==> src/rtl/fpu_pkg.sv <==
// Shared definitions for the FPU front-end: operator encodings and exponent bias.
package fpu_pkg;

  localparam logic [1:0] OP_ADD  = 2'b00;
  localparam logic [1:0] OP_SUB  = 2'b01;
  localparam logic [1:0] OP_MUL  = 2'b10;
  localparam logic [1:0] OP_RSVD = 2'b11;

  function automatic int calc_bias(input int exp_w);
    return (1 << (exp_w - 1)) - 1;
  endfunction

endpackage

==> src/rtl/fpu_shift_sticky.sv <==
// Right shift of an extended mantissa with sticky collection into bit 0.
module fpu_shift_sticky #(
  parameter int XW = 27,
  parameter int SW = 8
) (
  input  logic [XW-1:0] din,
  input  logic [SW-1:0] shamt,
  output logic [XW-1:0] dout
);

  logic [31:0]   sh;
  logic [XW-1:0] ones;
  logic [XW-1:0] shifted;
  logic [XW-1:0] lost_mask;
  logic          sticky;

  always_comb begin
    sh        = 32'(shamt);
    ones      = '1;
    shifted   = din >> sh;
    lost_mask = ~(ones << sh);
    sticky    = |(din & lost_mask);
    // Shifting past the whole field leaves only the sticky of the original value
    if (sh >= 32'(XW)) begin
      dout = {{(XW-1){1'b0}}, |din};
    end else begin
      dout = {shifted[XW-1:1], shifted[0] | sticky};
    end
  end

endmodule

==> src/rtl/fpu_align_pipe.sv <==
// Two-stage FPU operand alignment: S1 compare/swap or exponent sum, S2 shift with sticky.
module fpu_align_pipe
  import fpu_pkg::*;
#(
  parameter int EXP_W = 8,
  parameter int MAN_W = 24
) (
  input  logic               clk,
  input  logic               rst_n,
  input  logic               in_valid,
  output logic               in_ready,
  input  logic               in_sign_1,
  input  logic               in_sign_2,
  input  logic [EXP_W-1:0]   in_exponent_1,
  input  logic [EXP_W-1:0]   in_exponent_2,
  input  logic [MAN_W-1:0]   in_mantissa_1,
  input  logic [MAN_W-1:0]   in_mantissa_2,
  input  logic [1:0]         in_operator,
  output logic               out_valid,
  input  logic               out_ready,
  output logic               out_sign_1,
  output logic               out_sign_2,
  output logic [EXP_W-1:0]   out_exponent,
  output logic [1:0]         out_operator,
  output logic [MAN_W+2:0]   out_mantissa_1,
  output logic [MAN_W+2:0]   out_mantissa_2,
  output logic               out_swapped,
  output logic               out_exp_ovf,
  output logic               out_exp_unf,
  output logic               out_invalid_op
);

  localparam int XW   = MAN_W + 3;
  localparam int BIAS = calc_bias(EXP_W);
  localparam logic signed [EXP_W+1:0] BIAS_S    = (EXP_W+2)'(BIAS);
  localparam logic signed [EXP_W+1:0] EXP_MAX_S = (EXP_W+2)'((1 << EXP_W) - 1);

  logic s1_en, s2_en;

  logic               s1_valid;
  logic               s1_sign_1, s1_sign_2, s1_swapped, s1_ovf, s1_unf, s1_invalid;
  logic [1:0]         s1_op;
  logic [EXP_W-1:0]   s1_exp, s1_shamt;
  logic [MAN_W-1:0]   s1_man_big, s1_man_small;

  logic               nx_sign_1, nx_sign_2, nx_swapped, nx_ovf, nx_unf, nx_invalid;
  logic [EXP_W-1:0]   nx_exp, nx_shamt;
  logic [MAN_W-1:0]   nx_man_big, nx_man_small;

  logic                      swap;
  logic signed [EXP_W+1:0]   exp_sum;
  logic [XW-1:0]             aligned_small;

  assign s2_en    = !out_valid || out_ready;
  assign s1_en    = !s1_valid || s2_en;
  assign in_ready = s1_en;

  assign swap = (in_exponent_2 > in_exponent_1) ||
                ((in_exponent_2 == in_exponent_1) && (in_mantissa_2 > in_mantissa_1));
  assign exp_sum = $signed({2'b00, in_exponent_1}) + $signed({2'b00, in_exponent_2}) - BIAS_S;

  always_comb begin
    nx_sign_1    = in_sign_1;
    nx_sign_2    = in_sign_2;
    nx_swapped   = 1'b0;
    nx_ovf       = 1'b0;
    nx_unf       = 1'b0;
    nx_invalid   = 1'b0;
    nx_exp       = '0;
    nx_shamt     = '0;
    nx_man_big   = in_mantissa_1;
    nx_man_small = in_mantissa_2;
    case (in_operator)
      OP_ADD, OP_SUB: begin
        nx_swapped = swap;
        if (swap) begin
          nx_sign_1    = in_sign_2;
          nx_sign_2    = in_sign_1;
          nx_exp       = in_exponent_2;
          nx_shamt     = in_exponent_2 - in_exponent_1;
          nx_man_big   = in_mantissa_2;
          nx_man_small = in_mantissa_1;
        end else begin
          nx_exp   = in_exponent_1;
          nx_shamt = in_exponent_1 - in_exponent_2;
        end
      end
      OP_MUL: begin
        if (exp_sum >= EXP_MAX_S) begin
          nx_exp = '1;
          nx_ovf = 1'b1;
        end else if (exp_sum[EXP_W+1] || (exp_sum == '0)) begin
          nx_unf = 1'b1;
        end else begin
          nx_exp = exp_sum[EXP_W-1:0];
        end
      end
      default: begin
        // Reserved operator: flag it and zero the data so it still flows harmlessly
        nx_invalid   = 1'b1;
        nx_man_big   = '0;
        nx_man_small = '0;
      end
    endcase
  end

  always_ff @(posedge clk or negedge rst_n) begin
    if (!rst_n) begin
      s1_valid     <= 1'b0;
      s1_sign_1    <= 1'b0;
      s1_sign_2    <= 1'b0;
      s1_swapped   <= 1'b0;
      s1_ovf       <= 1'b0;
      s1_unf       <= 1'b0;
      s1_invalid   <= 1'b0;
      s1_op        <= '0;
      s1_exp       <= '0;
      s1_shamt     <= '0;
      s1_man_big   <= '0;
      s1_man_small <= '0;
    end else if (s1_en) begin
      s1_valid <= in_valid;
      if (in_valid) begin
        s1_sign_1    <= nx_sign_1;
        s1_sign_2    <= nx_sign_2;
        s1_swapped   <= nx_swapped;
        s1_ovf       <= nx_ovf;
        s1_unf       <= nx_unf;
        s1_invalid   <= nx_invalid;
        s1_op        <= in_operator;
        s1_exp       <= nx_exp;
        s1_shamt     <= nx_shamt;
        s1_man_big   <= nx_man_big;
        s1_man_small <= nx_man_small;
      end
    end
  end

  fpu_shift_sticky #(
    .XW (XW),
    .SW (EXP_W)
  ) u_shift_sticky (
    .din   ({s1_man_small, 3'b000}),
    .shamt (s1_shamt),
    .dout  (aligned_small)
  );

  always_ff @(posedge clk or negedge rst_n) begin
    if (!rst_n) begin
      out_valid      <= 1'b0;
      out_sign_1     <= 1'b0;
      out_sign_2     <= 1'b0;
      out_exponent   <= '0;
      out_operator   <= '0;
      out_mantissa_1 <= '0;
      out_mantissa_2 <= '0;
      out_swapped    <= 1'b0;
      out_exp_ovf    <= 1'b0;
      out_exp_unf    <= 1'b0;
      out_invalid_op <= 1'b0;
    end else if (s2_en) begin
      out_valid <= s1_valid;
      if (s1_valid) begin
        out_sign_1     <= s1_sign_1;
        out_sign_2     <= s1_sign_2;
        out_exponent   <= s1_exp;
        out_operator   <= s1_op;
        out_mantissa_1 <= {s1_man_big, 3'b000};
        out_mantissa_2 <= aligned_small;
        out_swapped    <= s1_swapped;
        out_exp_ovf    <= s1_ovf;
        out_exp_unf    <= s1_unf;
        out_invalid_op <= s1_invalid;
      end
    end
  end

endmodule

==> config.mk <==
export PLATFORM = sky130hd
export DESIGN_NAME = fpu_align_pipe
export DESIGN_NICKNAME = d
export VERILOG_FILES = /design/src/rtl/fpu_pkg.sv /design/src/rtl/fpu_shift_sticky.sv /design/src/rtl/fpu_align_pipe.sv
export SDC_FILE = /design/constraint.sdc
export NUM_CORES = 1
export LEC_CHECK = 0
export ABC_CLOCK_PERIOD_IN_PS = 6600
export BUFFER_PORTS_ARGS = -buffer_cell sky130_fd_sc_hd__buf_2
export CAP_MARGIN = 0
export CORE_MARGIN = 2
export CORE_UTILIZATION = 53
export CTS_CLUSTER_SIZE = 16
export DETAILED_ROUTE_END_ITERATION = 8
export GPL_TIMING_DRIVEN = 0
export HOLD_SLACK_MARGIN = 0.15
export PLACE_DENSITY = 0.77
export SLEW_MARGIN = 20
export SYNTH_ARGS = -nofsm -noshare
export SYNTH_HDL_FRONTEND = slang
export SYNTH_SLANG_ARGS = --single-unit
export TNS_END_PERCENT = 20
==> constraint.sdc <==
create_clock -name clk -period 6.6 [get_ports clk]
set_input_delay 1.32 -clock clk [delete_from_list [all_inputs] [get_ports clk]]
set_output_delay 1.32 -clock clk [all_outputs]
set_load 0.02 [all_outputs]
* After elaboration in Yosys (flattened, before gate mapping)
Cells that the tools add are included.
** Storage, ports and cells
- Bits in registers :: 141
- Bits of input ports :: 72
- Word-level logic and storage cells :: 76
** Cells by class
- Add/subtract/negate cells :: 4
- Magnitude comparators :: 4
- Eq/ne operators :: 3
- Shift-type cells :: 2
- Mux-type cells :: 22
- Bitwise operators :: 3
- Reductions and logical operators :: 15
** Operators with widths (count)
- one-hot mux 24 bit (2 select lines) :: 2
- 2-to-1 mux 24 bit :: 2
- 2-to-1 mux 8 bit :: 5
- AND 27 bit :: 1
- 2-to-1 mux 27 bit :: 1
- inverter 27 bit :: 1
- OR reduction 27 bit :: 1
- left shift 27 x 8 -> 27 bit (first input constant) :: 1
- right shift 27 x 8 -> 27 bit :: 1
- greater-than comparator 24 bit :: 1
- OR reduction 24 bit :: 1
- one-hot mux 8 bit (2 select lines) :: 1
- subtractor 8 bit :: 2
- 2-to-1 mux 1 bit :: 11
- greater-or-equal comparator 10 x 9 -> 1 bit (second input constant) :: 1
- logical NOT 10 bit :: 1
- subtractor 9 x 7 -> 10 bit (second input constant) :: 1
- adder 8 x 8 -> 9 bit :: 1
- == test 8 bit :: 1
- greater-or-equal comparator 8 x 5 -> 1 bit (second input constant) :: 1
- greater-than comparator 8 bit :: 1
- logical OR 1 bit :: 4
- AND reduction 2 bit :: 2
- OR reduction 3 bit :: 1
- other kinds (7) :: 8

* Longest topological paths before layout
Gate-level depths: netlist of run 1.
- Word-level depth :: 7
- Mapped depth :: 16

* By module
A second synthesis of run 1 with hierarchy kept.
** Unflattened totals
- Cells, all modules :: 985
- Area total of the unflattened synthesis :: 9582.9 um^2
** By module, submodules not included
- fpu_align_pipe :: times used 1, cells an instance 705, area an instance 7707.4 um^2, sequential area each 3528.4 um^2
- fpu_shift_sticky :: times used 1, cells an instance 280, area an instance 1875.5 um^2, sequential area each 0.0 um^2

* Least setup slack after synthesis of run 1
OpenSTA, ideal clock, no wires.
- Path kind :: input -> register
- Start :: in in_exponent_1[1]
- End :: reg s1_exp[0]
- Arrival :: 4.154 ns
- Required time :: 6.443 ns
- Setup slack :: 2.289 ns
- Stages :: 14
- Buffers on the path :: 1
- Cell sequence :: inv_1 > ha_1 > inv_1 > ha_1 > fa_1 > a21o_1 > a21oi_1 > nor2b_1 > o311ai_0 > and3b_1 > clkbuf_1 > o21ai_0 > o21ai_1 > o311ai_0
** On the way
- Cells in the longest elaborated chain, start to end :: 7
- Elaborated cells on any way between the ends :: 13
** Ends and longest elaborated chain
- start: declaration :: line fpu_align_pipe.sv:14 : input logic [EXP_W-1:0] in_exponent_1,
- branches (longest 6 deep; another with subtractor 9 x 7 -> 10 bit)
- one-hot mux 8 bit (2 select lines) (*) :: line fpu_align_pipe.sv:73 : case (in_operator)
- end signal: assignment :: line fpu_align_pipe.sv:131 : s1_exp <= nx_exp;
- end: declaration :: line fpu_align_pipe.sv:43 : logic [EXP_W-1:0] s1_exp, s1_shamt;
Every way passes the cells marked *.
A chain may end at the register's enable or synchronous reset.

* Final worst setup path of run 1
- Start :: in in_exponent_1[1]
- End :: reg s1_exp[3]
Same word-level chain as after synthesis.

==> results by group, run 1 <==
Synthesis
  – Post-synth EDFFs: 0
  – Count leader, synth: dfrtp_1
  – Post-synth top flop: dfrtp_1
  – Sequential fraction of the synthesis area: 38.8%
  – Commonest cells in the netlist: dfrtp_1, nand2_1, o21ai_0
  – Top-area cell type share of the netlist area: 38.8%
  – Ys async rst share: 100%
  – Synth top area cells: dfrtp_1, ha_1, mux2_2
  – Synthesized instance count: 975
  – Yosys reg bits: 141
  – Cell area after synthesis: 9090 sq um
  – Distinct cells, synth: 68
  – Synth area leader: dfrtp_1
  – Yosys warns: 0
  – Avg Inst Size Synth: 9.33 sq um

Placement
  – Final GP Congestion: 0.989
  – IO Port Bufs: 139
  – Dpl hpwl: 21.6 mm

Timing
  – Setup_tns: 0 ns
  – Final period util: 76.2%
  – Fin. Hold Viols: 0
  – Setup violators final: 0
  – Min Tclk post-route: 5.03 ns
  – Max Fclk: 0.199 GHz
  – Slew @ Worst Pin: 0.920 ns
  – Max Slew Vio Count: 0
  – Max-Slew Margin vs Limit: 38.1%
  – Clk_skew: 0.00741 ns
  – Unrepaired setup endpoints after global routing: no

Run
  – Max Cap Violations: 0

Critical path
  – R2R cell count: 10
  – Setup Crit Path Kind: in2reg
  – R2r setup slk: 2.99 ns
  – Crit-path max FO: 7
  – Worst setup SP type: input pin
  – Reg2reg end: out_mantissa_2[0]
  – Worst path required time: 6.85 ns
  – Worst R2R Start: s1_shamt[0]
  – Crit. End Element: flip-flop
  – Worst EP arrival: 5.29 ns

Global route
  – Global-route wire length before repair: 45.2 mm
  – Vias in the first global route: 8215
  – GRT Max-Usage Layer: met2
  – GR Overflow Total: 0
  – Initial antenna violation count: 0
  – Largest net degree at the start of global routing: 75
  – Met2 Use GR: 50.0%
  – Grt met3 use: 7.32%
  – GRT met1 Usage: 43.4%
  – Total track usage: 32.1%

Power
  – Pleak: 5.21 nW
  – Power density cells: 316 nW/um^2
  – Pwr Total: 3.39 mW
  – Peak supply drop: 206 uV

Hold path
  – Hold depth: 2
  – Hold Crit Class: reg2reg
  – WHS Endpoint: s1_ovf
  – Min-delay src: s1_ovf

Routing
  – Vias per inst: 6.20
  – Routed Antenna Nets: 0
  – Routed WL: 28.6 mm
  – Avg WL per Cell: 20.9 microns
  – DRT Pass-1 Iters: 5
  – DRC errors left: 0
  – DR iter-0 viols: 935
  – DR vias: 8488

Cells and area
  – Synth-to-Final Area Change: 17.8%
  – Final net count: 1265
  – Multi-input gate area: 5040 sq um
  – # diodes: 0
  – Fillers: 1455
  – Layout cell share with drive strength beyond 1: 22.4%
  – FF/Latch Area: 3530 sq um

Clocking
  – CTS tree: done
  – CTS Buf Count: 17
  – Root Buffer Master: clkbuf_16
  – # clock sinks: 141
  – Number of gates resized after CTS: 0
  – Clock Latency Late Sink: 0.43 ns
  – Hold-fix buffers, CTS: 0
  – H-tree depth: 4
  – Setup bufs post-CTS: 0
  – Clk slew on worst S/H paths: 0.06 ns
  – CTS Buffer Depth: 2

Floorplanning
  – Site row count: 47
  – Num ports: 144
  – CORE AREA: 16700 sq um
  – Horiz. Die Dim: 135 microns
  – Initial core utilization: 54.4%
  – Die Footprint: 18200 sq um
  – Die Ht: 135 microns

Outcome
  – Status: finished clean
[kinds of logic after synthesis]
family / count (synthesis) / synth area share, %
flip-flops: 141 / 38.8
adder cells (fa/ha/maj): 57 / 8.09
AND/OR/NAND/NOR: 295 / 15.5
other: 1 / 0.0412
buffers and inverters: 125 / 5.82
AO/OA/AOI/OAI: 265 / 19.9
multiplexers: 82 / 11.0
XOR/XNOR: 9 / 0.867
[layout make-up]
class | count | area share [%]
tap | 220 | 2.57
sequential | 141 | 32.9
inverter | 58 | 2.03
clock buffer | 19 | 4.14
timing repair buffer | 140 | 6.85
multi-input combinational | 711 | 47.1
clock inverter | 12 | 1.50
buffer | 67 | 2.91
[worst max-delay path: stages]
cell and delay [ns]:
buf_2 0.14, inv_1 0.09, ha_1 0.31, inv_1 0.08, ha_1 0.23, fa_1 0.41, a21o_1 0.18, a21oi_1 0.23
nor2b_1 0.09, o311ai_0 0.49, and3b_1 0.24, clkbuf_1 0.29, o21ai_0 0.30, o21ai_1 0.60, o311ai_0 0.29
[registers in the layout, summed over array words and instances (netlist names), 2 cells and up]
register,count
out_mantissa_2,27
out_mantissa_1,24
s1_man_big,24
s1_man_small,24
out_exponent,8
s1_exp,8
s1_shamt,8
out_operator,2
s1_op,2
[power by group]
part	total [mW]	switching, mW	internal (mW)
clock	0.998	0.391	0.607
sequential	1.19	0.144	1.04
combinational	1.20	0.742	0.460
total	3.39	1.28	2.11
[routing by layer]
| layer | vias to the layer above | part of all wire [%] |
|---|---|---|
| met3 | 83 | 7.7 |
| met2 | 428 | 46 |
| met5 | - | 0 |
| met4 | 0 | 3.8 |
| li1 | 3912 | - |
| met1 | 4065 | 43 |
[stage by stage]
step,hold slack (ns),cell area (sq um),std cells,worst slack [ns],utilization (%)
floorplan,0.442,9100,977,2.29,-
global placement,0.461,10100,1336,1.29,60.3
detailed placement,0.464,10100,1337,1.28,60.5
CTS,0.479,10700,1368,1.69,64.1
global route,0.506,10700,1368,1.26,64.1
finish,0.475,10700,1368,1.57,64.1
[cell usage in the layout, fill, tap and decap left out, types with 21 or more instances in the layout]
master    instances
a21oi_1          48
a221o_1          23
a22oi_1          26
and3_1           26
buf_2           144
clkbuf_1         40
dfrtp_1         141
ha_1             54
inv_1            55
mux2_2           51
mux2i_1          21
nand2_1          95
nand3_1          45
nor2_1           62
o21ai_0          69
[how the worst max path moves through the flow]
| stage | start | endpoint | slack, ns |
|---|---|---|---|
| after floorplan | in_exponent_1[1] | s1_exp[0] | 2.29 |
| after global placement | in_exponent_1[1] | s1_exp[3] | 1.29 |
| after detailed placement | in_exponent_1[1] | s1_exp[3] | 1.28 |
| after CTS | in_exponent_1[1] | s1_exp[3] | 1.69 |
| after global routing | in_exponent_1[1] | s1_exp[3] | 1.26 |
| final | in_exponent_1[1] | s1_exp[3] | 1.57 |
Power figures use the tool's default switching activity.
==> run 2: changes to the inputs <==
--- a/config.mk
+++ b/config.mk
@@ -5,16 +5,16 @@
 export SDC_FILE = /design/constraint.sdc
 export NUM_CORES = 1
 export LEC_CHECK = 0
-export ABC_CLOCK_PERIOD_IN_PS = 6600
+export ABC_CLOCK_PERIOD_IN_PS = 4200
 export BUFFER_PORTS_ARGS = -buffer_cell sky130_fd_sc_hd__buf_2
 export CAP_MARGIN = 0
 export CORE_MARGIN = 2
-export CORE_UTILIZATION = 53
+export CORE_UTILIZATION = 52
 export CTS_CLUSTER_SIZE = 16
 export DETAILED_ROUTE_END_ITERATION = 8
 export GPL_TIMING_DRIVEN = 0
 export HOLD_SLACK_MARGIN = 0.15
-export PLACE_DENSITY = 0.77
+export PLACE_DENSITY = 0.79
 export SLEW_MARGIN = 20
 export SYNTH_ARGS = -nofsm -noshare
 export SYNTH_HDL_FRONTEND = slang
==> constraint.sdc (replaced) <==
create_clock -name clk -period 4.2 [get_ports clk]
set_input_delay 0.84 -clock clk [delete_from_list [all_inputs] [get_ports clk]]
set_output_delay 0.84 -clock clk [all_outputs]
set_load 0.02 [all_outputs]
==> results by group, run 2 (synthesis results as in run 1) <==
Outcome
  – Status: finished clean

Run
  – Max Cap Violations: 0 (unchanged)

Clocking
  – H-tree depth: 4 (unchanged)
  – Hold-fix buffers, CTS: 0 (unchanged)
  – Clock Latency Late Sink: 0.42 ns (about the same)
  – CTS Buf Count: 17 (unchanged)
  – CTS tree: done
  – Root Buffer Master: clkbuf_16
  – # clock sinks: 141 (unchanged)
  – Clk slew on worst S/H paths: 0.06 ns (about the same)
  – CTS Buffer Depth: 2 (unchanged)

Timing
  – Setup_tns: 0 ns (unchanged)
  – Max-Slew Margin vs Limit: 48.1% (+10 points)
  – Setup ws final: 0.138 ns (-1.43 ns)
  – Fin. Hold Viols: 0 (unchanged)
  – Setup violators final: 0 (unchanged)
  – WHS: 0.332 ns (-0.143 ns)
  – Max Slew Vio Count: 0 (unchanged)
  – Final period util: 96.7%
  – Unrepaired setup endpoints after global routing: no
  – Clk_skew: 0.00592 ns (-0.00149 ns)
  – Min Tclk post-route: 4.06 ns
  – Slew @ Worst Pin: 0.759 ns (-0.161 ns)
  – Max Fclk: 0.246 GHz

Global route
  – Total track usage: 31.2% (-0.89 points)
  – Largest net degree at the start of global routing: 78 (+4.0%)
  – Vias in the first global route: 8332 (+1.4%)
  – Global-route wire length before repair: 44.6 mm (-1.3%)
  – GR Overflow Total: 0 (unchanged)
  – Initial antenna violation count: 0 (unchanged)

Critical path
  – Worst EP arrival: 4.34 ns (-0.95 ns)
  – Worst R2R Start: s1_shamt[0]
  – Crit-path max FO: 10 (+3)
  – R2R cell count: 9 (-1)
  – Worst setup SP type: input pin
  – R2r setup slk: 0.65 ns (-2.34 ns)
  – Setup Crit Path Kind: in2reg
  – Crit. End Element: flip-flop
  – Worst path required time: 4.47 ns (-2.38 ns)
  – Reg2reg end: out_mantissa_2[0]

Cells and area
  – # diodes: 0 (unchanged)
  – Biggest register: out_mantissa_2
  – Fillers: 1515 (+4.1%)
  – Synth-to-Final Area Change: 18.1%
  – Final net count: 1266 (+0.079%)
  – Layout cell share with drive strength beyond 1: 22.7% (+0.35 points)
  – Most frequent cells in the layout: buf_2, dfrtp_1, nand2_1
  – Max FFs per register: 27 (unchanged)
  – Commonest non-fill, non-tap cell in the layout: buf_2
  – Non-Filler Instances: 1373 (+0.37%)

Power
  – Power density cells: 493 nW/um^2 (+56%)
  – Pwr Total: 5.30 mW (+56%)
  – Pleak: 5.22 nW (about the same)
  – Peak supply drop: 283 uV (+37%)

Routing
  – Vias per inst: 6.15 (-0.94%)
  – DRC errors left: 0 (unchanged)
  – DR iter-0 viols: 839 (-10%)
  – DRT Pass-1 Iters: 5 (unchanged)
  – Routed Antenna Nets: 0 (unchanged)
  – Avg WL per Cell: 20.5 microns (-2.1%)
  – Routed WL: 28.1 mm (-1.8%)
  – DR vias: 8439 (-0.58%)

Hold path
  – Hold Crit Class: in2async

Floorplanning
  – Die Ht: 136 microns (+0.93%)
  – CORE AREA: 17200 sq um (+2.8%)
  – Site row count: 48 (+2.1%)
  – Initial core utilization: 52.9% (-1.5 points)
  – Horiz. Die Dim: 136 microns (+0.93%)
  – Die Footprint: 18600 sq um (+1.9%)
  – Num ports: 144 (unchanged)

Placement
  – Pre-CTS setup slack: -0.678 ns (-1.96 ns)
  – Dpl cells: 1342 (+0.37%)
  – Final GP Congestion: 0.999 (+1.0%)
  – IO Port Bufs: 139 (unchanged)
  – Dpl hpwl: 21.2 mm (-1.9%)
-- run 2: cell count changes in the layout (fill, tap and decap cells not counted), sizes merged --
cell / change
inv: -3
buf: +1
clkbuf: +1
clkinv: +1
-- run 2: layer usage --
| layer | GRT usage [%] | routed length (microns) |
|---|---|---|
| met1 | 42.8 | 12000 |
| met2 | 47.8 | 12800 |
| met3 | 5.89 | 2170 |
| met4 | 14.8 | 1100 |
| met5 | 0 | 0 |
-- run 2: area by class of cell --
class | instances | area, sq um | share of cell area, %
Buffer | 67 | 312 | 2.90
Clock buffer | 20 | 457 | 4.25
Clock inverter | 10 | 140 | 1.30
Inverter | 58 | 218 | 2.03
Multi-Input combinational cell | 711 | 5060 | 47.1
Sequential cell | 141 | 3530 | 32.9
Tap cell | 225 | 282 | 2.62
Timing Repair Buffer | 141 | 741 | 6.90
-- run 2: per-stage QoR --
step / area (sq um) / utilization [%]
floorplan: 9100 / -
global placement: 10100 / 58.7
detailed placement: 10100 / 58.9
CTS: 10700 / 62.4
global route: 10700 / 62.5
finish: 10700 / 62.5
-- run 2: what timing repair did --
item / 4_1_cts / 5_1_grt
hold endpoints to repair: 0 / 0
pin swaps: 0 / 1
gates cloned: 0 / 0
endpoints found under the setup margin: 8 / 49
gates resized for setup: 3 / 3
buffers inserted: 0 / 1
-- run 2: worst max path at each step --
stage                      startpoint        end  cells after the start
floorplan            in_exponent_1[1]  s1_exp[0]                     14
global placement     in_exponent_1[1]  s1_exp[0]                     15
detailed placement   in_exponent_1[1]  s1_exp[3]                     15
CTS                  in_exponent_1[1]  s1_exp[3]                     15
global route        in_mantissa_1[22]  s1_sign_2                     14
finish              in_mantissa_1[22]  s1_sign_1                     14
-- run 2: power breakdown --
part	switching [mW]	internal, mW	total (mW)
sequential	0.223	1.64	1.86
combinational	1.16	0.724	1.89
clock	0.589	0.960	1.55
total	1.97	3.32	5.30
-- run 2: worst max-delay path, stage by stage --
cell and delay [ns]:
buf_2 0.12, inv_1 0.05, ha_1 0.33, nand4_1 0.18
or4_1 0.62, a311o_1 0.40, and4_4 0.21, buf_6 0.13
or2_1 0.23, buf_6 0.13, buf_4 0.17, nor2_2 0.56
mux2i_1 0.26, o21ai_0 0.10
